<file path="src/rtl/frame_capture_if.sv">
// Video input and buffer-write bus for the frame capture block.
interface frame_capture_if;
  logic        start;
  logic        vid_vsync;
  logic        vid_de;
  logic [7:0]  vid_r;
  logic [7:0]  vid_g;
  logic [7:0]  vid_b;
  logic        wr_en;
  logic [15:0] wr_addr;
  logic [23:0] wr_data;
  logic        busy;
  logic        done;
  logic        frame_error;

  modport master (
    output start, vid_vsync, vid_de,
    output vid_r, vid_g, vid_b,
    input  wr_en, wr_addr, wr_data,
    input  busy, done, frame_error
  );

  modport slave (
    input  start, vid_vsync, vid_de,
    input  vid_r, vid_g, vid_b,
    output wr_en, wr_addr, wr_data,
    output busy, done, frame_error
  );
endinterface

</file>
<file path="src/rtl/frame_capture.sv">
// Captures one windowed frame of DE/VSYNC video into a
// row-major input buffer, one write per in-window pixel.
module frame_capture #(
  parameter int IMAGE_WIDTH  = 224,
  parameter int IMAGE_HEIGHT = 224,
  parameter int H_OFFSET     = 208,
  parameter int V_OFFSET     = 128
) (
  input logic            clk,
  input logic            rst,
  frame_capture_if.slave bus
);

  localparam logic [1:0] IDLE       = 2'd0;
  localparam logic [1:0] WAIT_FRAME = 2'd1;
  localparam logic [1:0] CAPTURE    = 2'd2;
  localparam logic [1:0] DONE       = 2'd3;

  localparam logic [10:0] XLO  = 11'(H_OFFSET);
  localparam logic [10:0] XHI  = 11'(H_OFFSET + IMAGE_WIDTH);
  localparam logic [9:0]  YLO  = 10'(V_OFFSET);
  localparam logic [9:0]  YHI  = 10'(V_OFFSET + IMAGE_HEIGHT);
  localparam logic [15:0] LAST = 16'(IMAGE_WIDTH * IMAGE_HEIGHT - 1);

  logic [1:0]  state_q, state_d;
  logic        vsync_q, de_q;
  logic [10:0] x_cnt_q, x_cnt_d;
  logic [9:0]  y_cnt_q, y_cnt_d;
  logic [15:0] addr_cnt_q, addr_cnt_d;
  logic        err_q, err_d;
  logic        wr_en_q;
  logic [15:0] wr_addr_q;
  logic [23:0] wr_data_q;
  logic        busy_q, done_q;

  logic frame_start, de_fall;
  logic in_win, last_px, do_wr;

  assign frame_start = vsync_q & ~bus.vid_vsync;
  assign de_fall     = de_q & ~bus.vid_de;

  assign in_win = (state_q == CAPTURE) && bus.vid_de
               && (x_cnt_q >= XLO) && (x_cnt_q < XHI)
               && (y_cnt_q >= YLO) && (y_cnt_q < YHI);

  assign last_px = in_win && (addr_cnt_q == LAST);
  // a final pixel coinciding with a new frame still completes
  assign do_wr   = in_win && (last_px || !frame_start);

  always_comb begin
    state_d = state_q;
    err_d   = err_q;
    case (state_q)
      IDLE: begin
        if (bus.start) begin
          state_d = WAIT_FRAME;
          err_d   = 1'b0;
        end
      end
      WAIT_FRAME: begin
        if (frame_start) state_d = CAPTURE;
      end
      CAPTURE: begin
        if (last_px) begin
          state_d = DONE;
        end else if (frame_start) begin
          state_d = DONE;
          err_d   = 1'b1;
        end
      end
      DONE:    state_d = IDLE;
      default: state_d = IDLE;
    endcase
  end

  always_comb begin
    x_cnt_d    = x_cnt_q;
    y_cnt_d    = y_cnt_q;
    addr_cnt_d = addr_cnt_q;
    if (state_q == WAIT_FRAME && frame_start) begin
      x_cnt_d    = '0;
      y_cnt_d    = '0;
      addr_cnt_d = '0;
    end else if (state_q == CAPTURE) begin
      if (de_fall) begin
        x_cnt_d = '0;
        y_cnt_d = y_cnt_q + 10'd1;
      end else if (bus.vid_de) begin
        x_cnt_d = x_cnt_q + 11'd1;
      end
      if (do_wr) addr_cnt_d = addr_cnt_q + 16'd1;
    end
  end

  always_ff @(posedge clk or posedge rst) begin
    if (rst) begin
      state_q    <= IDLE;
      vsync_q    <= 1'b1;
      de_q       <= 1'b0;
      x_cnt_q    <= '0;
      y_cnt_q    <= '0;
      addr_cnt_q <= '0;
      err_q      <= 1'b0;
      wr_en_q    <= 1'b0;
      wr_addr_q  <= '0;
      wr_data_q  <= '0;
      busy_q     <= 1'b0;
      done_q     <= 1'b0;
    end else begin
      state_q    <= state_d;
      vsync_q    <= bus.vid_vsync;
      de_q       <= bus.vid_de;
      x_cnt_q    <= x_cnt_d;
      y_cnt_q    <= y_cnt_d;
      addr_cnt_q <= addr_cnt_d;
      err_q      <= err_d;
      wr_en_q    <= do_wr;
      if (do_wr) begin
        wr_addr_q <= addr_cnt_q;
        wr_data_q <= {bus.vid_r, bus.vid_g, bus.vid_b};
      end
      busy_q <= (state_d == WAIT_FRAME) || (state_d == CAPTURE);
      done_q <= (state_d == DONE);
    end
  end

  assign bus.wr_en       = wr_en_q;
  assign bus.wr_addr     = wr_addr_q;
  assign bus.wr_data     = wr_data_q;
  assign bus.busy        = busy_q;
  assign bus.done        = done_q;
  assign bus.frame_error = err_q;

endmodule
</file>
<file path="src/flat_wrapper.sv">
// flat-port wrapper written by rule: the top's interface ports become plain ports
module frame_capture_flat 
#(
  parameter int IMAGE_WIDTH  = 224,
  parameter int IMAGE_HEIGHT = 224,
  parameter int H_OFFSET     = 208,
  parameter int V_OFFSET     = 128
)
  (clk, rst, bus_start, bus_vid_vsync, bus_vid_de, bus_vid_r, bus_vid_g, bus_vid_b, bus_wr_en, bus_wr_addr, bus_wr_data, bus_busy, bus_done, bus_frame_error);
  frame_capture_if bus_i ();
  input logic clk;
  input logic rst;
  input wire logic [$bits(bus_i.start)-1:0] bus_start;
  input wire logic [$bits(bus_i.vid_vsync)-1:0] bus_vid_vsync;
  input wire logic [$bits(bus_i.vid_de)-1:0] bus_vid_de;
  input wire logic [$bits(bus_i.vid_r)-1:0] bus_vid_r;
  input wire logic [$bits(bus_i.vid_g)-1:0] bus_vid_g;
  input wire logic [$bits(bus_i.vid_b)-1:0] bus_vid_b;
  output wire logic [$bits(bus_i.wr_en)-1:0] bus_wr_en;
  output wire logic [$bits(bus_i.wr_addr)-1:0] bus_wr_addr;
  output wire logic [$bits(bus_i.wr_data)-1:0] bus_wr_data;
  output wire logic [$bits(bus_i.busy)-1:0] bus_busy;
  output wire logic [$bits(bus_i.done)-1:0] bus_done;
  output wire logic [$bits(bus_i.frame_error)-1:0] bus_frame_error;
  assign bus_i.start = bus_start;
  assign bus_i.vid_vsync = bus_vid_vsync;
  assign bus_i.vid_de = bus_vid_de;
  assign bus_i.vid_r = bus_vid_r;
  assign bus_i.vid_g = bus_vid_g;
  assign bus_i.vid_b = bus_vid_b;
  assign bus_wr_en = bus_i.wr_en;
  assign bus_wr_addr = bus_i.wr_addr;
  assign bus_wr_data = bus_i.wr_data;
  assign bus_busy = bus_i.busy;
  assign bus_done = bus_i.done;
  assign bus_frame_error = bus_i.frame_error;
  frame_capture #(.IMAGE_WIDTH(IMAGE_WIDTH), .IMAGE_HEIGHT(IMAGE_HEIGHT), .H_OFFSET(H_OFFSET), .V_OFFSET(V_OFFSET)) u_core (.clk(clk), .rst(rst), .bus(bus_i));
endmodule
</file>
<file path="config.mk">
export PLATFORM = sky130hd
export DESIGN_NAME = frame_capture_flat
export DESIGN_NICKNAME = d
export VERILOG_FILES = /design/src/rtl/frame_capture_if.sv /design/src/rtl/frame_capture.sv /design/src/flat_wrapper.sv
export SDC_FILE = /design/constraint.sdc
export NUM_CORES = 1
export LEC_CHECK = 0
export ABC_AREA = 1
export CORE_MARGIN = 4
export CORE_UTILIZATION = 45
export CTS_BUF_LIST = sky130_fd_sc_hd__clkbuf_2 sky130_fd_sc_hd__clkbuf_4 sky130_fd_sc_hd__clkbuf_8
export CTS_CLUSTER_SIZE = 20
export DETAILED_ROUTE_END_ITERATION = 8
export GPL_ROUTABILITY_DRIVEN = 0
export PLACE_DENSITY_LB_ADDON = 0.05
export SYNTH_ARGS = -nofsm -noshare
export SYNTH_HDL_FRONTEND = slang
export SYNTH_SLANG_ARGS = --single-unit
</file>
<file path="constraint.sdc">
create_clock -name clk -period 3.6 [get_ports clk]
set_input_delay 0.54 -clock clk [delete_from_list [all_inputs] [get_ports clk]]
set_output_delay 0.54 -clock clk [all_outputs]
set_load 0.01 [all_outputs]
</file>
After elaboration in Yosys (flattened, before gate mapping)
Cells that the tools add are included.
{"block": "word_totals", "register_bits": 85, "out_inout_bits": 44}
{"block": "op_classes", "mux": 19, "bitwise": 4, "n_eq_ne": 10, "n_reduce_logical": 21, "n_lt_le_gt_ge": 4, "n_addsub": 3}
{"cell": "$mux W16", "count": 3}
{"cell": "$mux W11", "count": 4}
{"cell": "$mux W10", "count": 3}
{"cell": "$add A16 B1 Y16 const B", "count": 1}
{"cell": "$eq A16 B16 Y1 const B", "count": 1}
{"cell": "$add A11 B1 Y11 const B", "count": 1}
{"cell": "$ge A11 B8 Y1 const B", "count": 1}
{"cell": "$lt A11 B9 Y1 const B", "count": 1}
{"cell": "$add A10 B1 Y10 const B", "count": 1}
{"cell": "$ge A10 B8 Y1 const B", "count": 1}
{"cell": "$lt A10 B9 Y1 const B", "count": 1}
{"cell": "$eq A2 B2 Y1 const B", "count": 4}
{"cell": "$logic_and A1 B1 Y1", "count": 8}
{"cell": "$mux W2", "count": 4}
{"cell": "$pmux W2 S4", "count": 1}
{"cell": "$reduce_bool A2 Y1", "count": 4}
{"cell": "$reduce_and A2 Y1", "count": 3}
{"cell": "$eq A2 B1 Y1 const B", "count": 2}
{"cell": "$ne A2 B2 Y1 const B", "count": 2}
{"cell": "$reduce_and A4 Y1", "count": 1}
{"cell": "$mux W1", "count": 3}
{"cell": "$reduce_bool A3 Y1", "count": 1}
{"cell": "$and A1 B1 Y1", "count": 2}
{"cell": "$logic_not A2 Y1", "count": 1}
{"cell": "other kinds (5)", "count": 7}

Depth between registers and ports, before layout
Gate-level depths: netlist of run 1.
{"block": "logic_depth", "word_depth": 12, "depth_mapped": 11, "depth_no_buf": 10}

Worst setup path after synthesis of run 1
Ideal clock, no wire load.
{"block": "synth_path", "path_kind": "flip-flop to flip-flop", "start": "register u_core.addr_cnt_q[1]", "end": "register u_core.busy_q, in the netlist u_core.bus.busy", "stages_incl_launch_ff": 11, "setup_time_ns": 0.126, "t_arrival_ns": 1.492, "setup_slack_ns": 1.983, "synth_period_minus_slack_ns": 1.617, "required_time_ns": 3.474, "cell_sequence": "dfrtp_1 ha_1 nand2_1 nor2_2 nand3_2 nor2_4 nand2_1 nand2_1 nand2_1 nand2_1 ha_1"}
{"block": "synth_between", "elab_chain_len": 6, "word_cells_on_any_way": 7}
{"element": "start: declaration", "line": "frame_capture.sv:29", "rtl": "logic [15:0] addr_cnt_q, addr_cnt_d;"}
{"element": "start signal: assignment", "line": "frame_capture.sv:115", "rtl": "addr_cnt_q <= addr_cnt_d;"}
{"element": "$eq A16 B16 Y1 *", "line": "frame_capture.sv:46", "rtl": "assign last_px = in_win && (addr_cnt_q == LAST);"}
{"element": "$logic_and A1 B1 Y1 *", "line": "frame_capture.sv:46"}
{"element": "$mux W2 *", "line": "frame_capture.sv:64", "rtl": "if (last_px) begin"}
{"element": "$pmux W2 S4 *", "line": "frame_capture.sv:53", "rtl": "case (state_q)"}
{"element": "via u_core.state_d[0]", "line": "frame_capture.sv:25", "rtl": "logic [1:0] state_q, state_d;"}
{"element": "$eq A2 B1 Y1 / $eq A2 B2 Y1 (equally long branches)", "line": "frame_capture.sv:122", "rtl": "busy_q <= (state_d == WAIT_FRAME) || (state_d == CAPTURE);"}
{"element": "$logic_or A1 B1 Y1 *", "line": "frame_capture.sv:122"}
{"element": "end signal: assignment", "line": "frame_capture.sv:122"}
{"element": "end: declaration", "line": "frame_capture.sv:34", "rtl": "logic busy_q, done_q;"}
The timed path passes the listed nets; every way through them passes the cells marked *.
A chain may end at the register's enable or synchronous reset.

Worst setup path in the final report of run 1
{"block": "layout_path", "start": "register u_core.addr_cnt_q[1]", "end": "register u_core.addr_cnt_q[5]"}
{"block": "layout_between", "elab_chain_len": 6, "word_cells_on_any_way": 10}
{"element": "parallel branches: the longest is 6 deep, another holds $add A16 B1 Y16"}
Parallel ways; which one is timed is not known. The select of a mux whose other input is x is not followed.

==> flow_summary.yaml, run 1 <==
power:
  clockPowerShare_pct: 29.3
  p_leak_nw: 2.50
  power_frac_seq_pct: 50.5
  power_switching_uw: 674
  pwr-share-comb_pct: 20.3
  powerDensity_mw_per_mm2: 449
  switching_share_pct: 29.2
  p_int_mw: 1.64
  peakVddDrop_v: 0.000286
clock_tree:
  root_buffer: "clkbuf_8"
  htreeDepth: 3
  clk_latency_ns: 0.34
  postCtsSetupRepairBufs: 0
  cts_sinks: 85
  clkTransAtPathRegs_ns: 0.08
  post_cts_resize_count: 0
  clockBufferDepth: 2
  ctsHoldBuffers: 0
  cts_buffers: 9
  cts_tree: "yes"
logic_synthesis:
  synth-simple-area-share_pct: 33.0
  ys_seq_elements: 85
  synth_cell_types: 32
  synthMuxAreaShare_pct: 0
  syn_avg_cell_area_um2: 7.73
  synth_top_family_by_area: "simple AND/OR/NAND/NOR gates"
  syn-cell-area_mm2: 0.00417
  netlist_instances: 539
  synth-edff-count: 0
  ys_warn_count: 0
  synth_fa_ha_area_share_pct: 1.50
  synth-xor-area-share_pct: 2.52
  synth_compound_area_share_pct: 4.83
  synthArstFlopShare_pct: 100
  synth_flop_cell: "dfrtp_1"
  yosysSeqAreaShare_pct: 51.1
  syn-num-nets: 573
timing:
  max_freq_mhz: 453
  final_max_slew_viol_count: 0
  setup_tns_ns: 0
  rsz0062_at_grt: "no"
  finalCritPeriodShare_pct: 61.3
  slew_headroom_pct: 38.8
  worst_clock_skew_ns: 0.00807
  finalSetupViolations: 0
  worst_slew_pin_slew_ns: 0.916
  hold_viol_final: 0
  fin_crit_ns: 2.21
worst_setup_path:
  critPathLaunch: "u_core.addr_cnt_q[1]"
  required_ns: 3.88
  crit_path_end_kind: "flip-flop"
  cp.arrival_ns: 2.48
  timing.rr.start: "u_core.addr_cnt_q[1]"
  critPathMaxFanout: 56
  cp-start-kind: "flip-flop"
  critPathKind: "flip-flop to flip-flop"
placement:
  dpl_cell_area_mm2: 0.00494
  port-buffer-count: 72
  place_hpwl_um: 6580
detailed_routing:
  vias_per_cell: 4.82
  detail_route.wl_per_cell_um: 12.7
  vias: 3467
  final_antenna_net_count: 0
  wl_um: 9100
  first_iter_violations: 171
  dr.pass1.iters: 4
  drc: 0
hold_path:
  hp-class: "flip-flop to flip-flop"
  holdCritStartpoint: "u_core.bus.wr_data[13]"
global_routing:
  overflow: 0
  grt_pass1_vias: 3327
  grt_max_degree: 57
  grt.total_usage_pct: 17.5
  grt_pass1_wl_um: 15800
  grt_antenna_before_repair: 0
floorplan:
  core_mm2: 0.00885
  num_rows: 34
  die_x_um: 104
  io_pins: 73
  die_height_um: 104
  initial_core_util_pct: 47.1
  dieArea_mm2: 0.0109
layout:
  layout_commonest_cell: "nand2_1"
  post-route-util_pct: 58.2
  fillerInstances: 805
  num_antenna_cells: 0
  area_delta_synth_final_pct: 23.5
  fin_area_mm2: 0.00515
  layout-drive-gt1-share_pct: 5.24
  final_nets: 640
  final_cell_mix: "nand2_1, dfrtp_1, clkdlybuf4s50_1"
job:
  max-cap-violations: 0
outcome:
  status: "finished clean"
## per-layer routing
| layer | wire length, um | track usage (%) | part of all wire [%] | vias up |
|---|---|---|---|---|
| met4 | 42 | 5.41 | 0.46 | 0 |
| met3 | 322 | 2.67 | 3.5 | 7 |
| met2 | 4440 | 29.5 | 49 | 71 |
| li1 | - | - | - | 1821 |
| met1 | 4290 | 23.2 | 47 | 1568 |
| met5 | 0 | 0 | 0 | - |
## synth_stat cells, types with 3 or more instances
master   number  area [um2]
a21oi_1       8        40.0
buf_2        10        50.1
buf_4         4        30.0
buf_6         3        33.8
dfrtp_1      84        2100
ha_1          5        62.6
inv_1        39         146
inv_2         4        15.0
nand2_1     220         826
nand3_1      42         210
nand4_1      10        62.6
nor2_1       51         191
nor3_1        5        25.0
o21ai_0      21         105
xor2_1       11        96.3
## final timing paths
check / to / slack (ns) / depth (start not counted)
hold / removal: u_core.bus.wr_data[13] / 0.48 / 2
setup reg to reg: u_core.addr_cnt_q[5] / 1.39 / 9
hold reg to reg: u_core.bus.wr_data[13] / 0.48 / 2
max in group asynchronous: u_core.addr_cnt_q[5] / 2.24 / 3
setup / recovery: u_core.addr_cnt_q[5] / 1.39 / 9
min in group asynchronous: u_core.de_q / 0.70 / 2
## metrics by stage
step	hold slack (ns)	setup WS (ns)	power, mW	instances
floorplan	0.468	0.868	1.46	539
global placement	0.461	1.11	1.65	703
detailed placement	0.467	1.06	1.66	703
CTS	0.486	1.38	2.35	719
global route	0.508	1.16	2.47	719
finish	0.480	1.39	2.31	719
## flip-flops by register name (all words and copies together) (netlist names), 2 cells and up
register            count
u_core.bus.wr_addr     16
u_core.state_q          2
u_core.y_cnt_q         10
u_core.bus.wr_data     24
u_core.x_cnt_q         11
u_core.addr_cnt_q      16
## power groups by stage
stage / clock network (mW) / registers (mW) / logic [mW]
after detailed placement: 0 / 1.18 / 0.478
after floorplan: 0 / 1.19 / 0.270
after global placement: 0 / 1.18 / 0.469
after global routing: 0.738 / 1.19 / 0.543
final: 0.677 / 1.17 / 0.468
after CTS: 0.703 / 1.17 / 0.480
## critical path, cell delays in order, from the launching register on
cell and delay, ns:
dfrtp_1 0.44, ha_1 0.28, nand2_1 0.11, nor2_2 0.05
nand3_2 0.09, nor2_4 0.06, o21ai_4 0.35, buf_4 0.51
nand3_1 0.13, nand2_1 0.09
## final cells by class
class,instances,area [um2],area share (%)
clock buffer,13,160,3.11
clock inverter,3,45.0,0.875
inverter,45,170,3.31
multi-input combinational,389,1740,33.9
sequential,85,2130,41.4
tap,108,135,2.63
timing repair buffer,76,763,14.8
## cell families (layout without fill, tap and decap cells)
group / Yosys count / after routing
adders and majority gates: 5 / 5
buffers and inverters: 65 / 137
xor gates and xnor gates: 12 / 12
AOI/OAI and AO/OA: 36 / 36
DFF: 85 / 85
and+or+nand+nor: 336 / 336
Note: power is estimated with default switching activity, not from simulation.
==> inputs of run 2 (changes only) <==
Clock period 3.6 ns to 1.95 ns, I/O delays scaled along.
==> run 2 against run 1 <==
Net effect:
- sequential share of layout area is 0.75 points lower
- hold slack worse by 0.14 ns
- critical path depth is 1 higher
- critical endpoint is now u_core.bus.busy
- largest cell class unchanged
==> flow_summary.yaml, run 2 (synthesized netlist as in run 1, its figures left out) <==
detailed_routing:
  detail_route.wl_per_cell_um: 12.8
  highest_layer: "met4"
  dr.pass1.iters: 4
  vias: 3572
  final_antenna_net_count: 0
  wl_met1_um: 4200
  first_iter_violations: 141
  route.met3.wl_um: 402
  drc: 0
  wl_um: 9340
  wl_met2_um: 4630
  vias_per_cell: 4.91
timing:
  hold_viol_final: 0
  rsz0062_at_grt: "no"
  worst_clock_skew_ns: 0.0111
  worst_slack_ns: 0.146
  setup_tns_ns: 0
  slew_headroom_pct: 65.2
  finalCritPeriodShare_pct: 92.5
  max_freq_mhz: 554
  final_max_slew_viol_count: 0
  fin_crit_ns: 1.80
  worst_slew_pin_slew_ns: 0.521
  finalSetupViolations: 0
placement:
  place_hpwl_um: 6840
  pre_cts_ws_ns: -0.0309
  port-buffer-count: 72
hold_path:
  hp-class: "input port to asynchronous set/reset pin"
layout:
  layout-drive-gt1-share_pct: 6.62
  final_nets: 648
  num_antenna_cells: 0
  fillerInstances: 799
  layout_commonest_cell: "nand2_1"
  area_delta_synth_final_pct: 25.9
  final_cell_mix: "nand2_1, dfrtp_1, clkdlybuf4s50_1"
  largest_register_ffs: 24
job:
  max-cap-violations: 0
clock_tree:
  clockBufferDepth: 2
  clk_latency_ns: 0.35
  cts_tree: "yes"
  clkTransAtPathRegs_ns: 0.08
  ctsHoldBuffers: 0
  root_buffer: "clkbuf_8"
  cts_buffers: 9
  htreeDepth: 3
  cts_sinks: 85
power:
  pwr-share-comb_pct: 21.8
  peakVddDrop_v: 0.000514
  power_frac_seq_pct: 51.4
  power_switching_mw: 1.32
  p_leak_nw: 2.55
  clockPowerShare_pct: 26.8
  switching_share_pct: 31.4
  powerDensity_mw_per_mm2: 800
  p_int_mw: 2.88
worst_setup_path:
  cp.arrival_ns: 2.04
  critPathKind: "flip-flop to flip-flop"
  cp_common_cell: "nand2_1"
  rrSetupSlack_ns: 0.15
  worst-path-buf-inv: 0
  worstPathCellList: "ha_1, nand2_1, nor2_2, nand3_2, nor2_4, nand2_1, nand2_1, nand2_1, nand2_1, ha_1"
  critical_path.top_delay_family: "simple AND/OR/NAND/NOR gates"
  cp-start-kind: "flip-flop"
  slowest_delay_ns: 0.42
  r2r-end: "u_core.bus.busy"
  timing.rr.start: "u_core.addr_cnt_q[0]"
  critPathMaxFanout: 4
  critPathSlowestCell: "dfrtp_1"
  r2r_cells: 10
  crit_path_end_kind: "flip-flop"
  required_ns: 2.19
global_routing:
  grt.total_usage_pct: 18.0
  grt_pass1_vias: 3523
  grt_antenna_before_repair: 0
  overflow: 0
  grt_max_degree: 41
  grt_pass1_wl_um: 16300
floorplan:
  core_mm2: 0.00885
  initial_core_util_pct: 47.1
  io_pins: 73
  die_x_um: 104
  num_rows: 34
  dieArea_mm2: 0.0109
  die_height_um: 104
outcome:
  status: "finished clean"
-- run 2: changes by cell type in the layout (fill, tap and decap cells not counted), sizes merged --
cell	change
buf	+8
clkbuf	-3
bufinv	-1
clkinvlp	+1
clkinv	+3
-- run 2: final cells by class --
cell class                 instances  area, um2  share of cell area, %
clock buffer                      10        138                   2.62
sequential                        85       2130                   40.6
tap                              108        135                   2.58
multi-input combinational        389       1740                   33.3
clock inverter                     6       38.8                  0.740
inverter                          45        173                   3.29
timing repair buffer              84        886                   16.9
-- run 2: timing repair --
| item | in CTS | in global routing |
|---|---|---|
| buffers inserted | 0 | 0 |
| resized for setup | 0 | 1 |
| hold endpoints to repair | 0 | 0 |
| endpoints found under the setup margin | 0 | 2 |
-- run 2: how the worst max path moves through the flow --
| stage | from | end | slack (ns) | depth (start not counted) |
|---|---|---|---|---|
| after floorplan | u_core.addr_cnt_q[1] | u_core.bus.busy | 0.33 | 10 |
| after global placement | bus_vid_de | u_core.bus.busy | -0.03 | 10 |
| after detailed placement | bus_vid_de | u_core.bus.busy | -0.03 | 10 |
| after CTS | u_core.addr_cnt_q[1] | u_core.bus.busy | 0.14 | 10 |
| after global routing | u_core.addr_cnt_q[0] | u_core.bus.busy | 0.02 | 10 |
| final | u_core.addr_cnt_q[0] | u_core.bus.busy | 0.15 | 10 |
-- run 2: per-layer routing --
metal  GRT usage (%)  vias to the layer above
li1                -                     1833
met1            22.6                     1644
met2            30.9                       84
met3            3.79                       11
met4            5.79                        0
met5               0                        -
-- run 2: per-stage QoR --
step	utilization [%]	hold slack (ns)	instances	cell area (um2)	power, mW
final	59.3	0.343	727	5240	4.20
after global routing	59.3	0.352	727	5240	4.46
after CTS	59.2	0.346	727	5240	4.24
after detailed placement	57.3	0.468	711	5070	3.12
after global placement	57.3	0.460	711	5070	3.08
after floorplan	-	0.297	539	4170	2.69
-- run 2: power groups by stage --
stage / combinational (mW) / clock, mW / sequential (mW)
finish: 0.915 / 1.12 / 2.16
global route: 1.03 / 1.24 / 2.19
CTS: 0.935 / 1.15 / 2.16
detailed placement: 0.934 / 0 / 2.19
global placement: 0.902 / 0 / 2.18
floorplan: 0.499 / 0 / 2.19
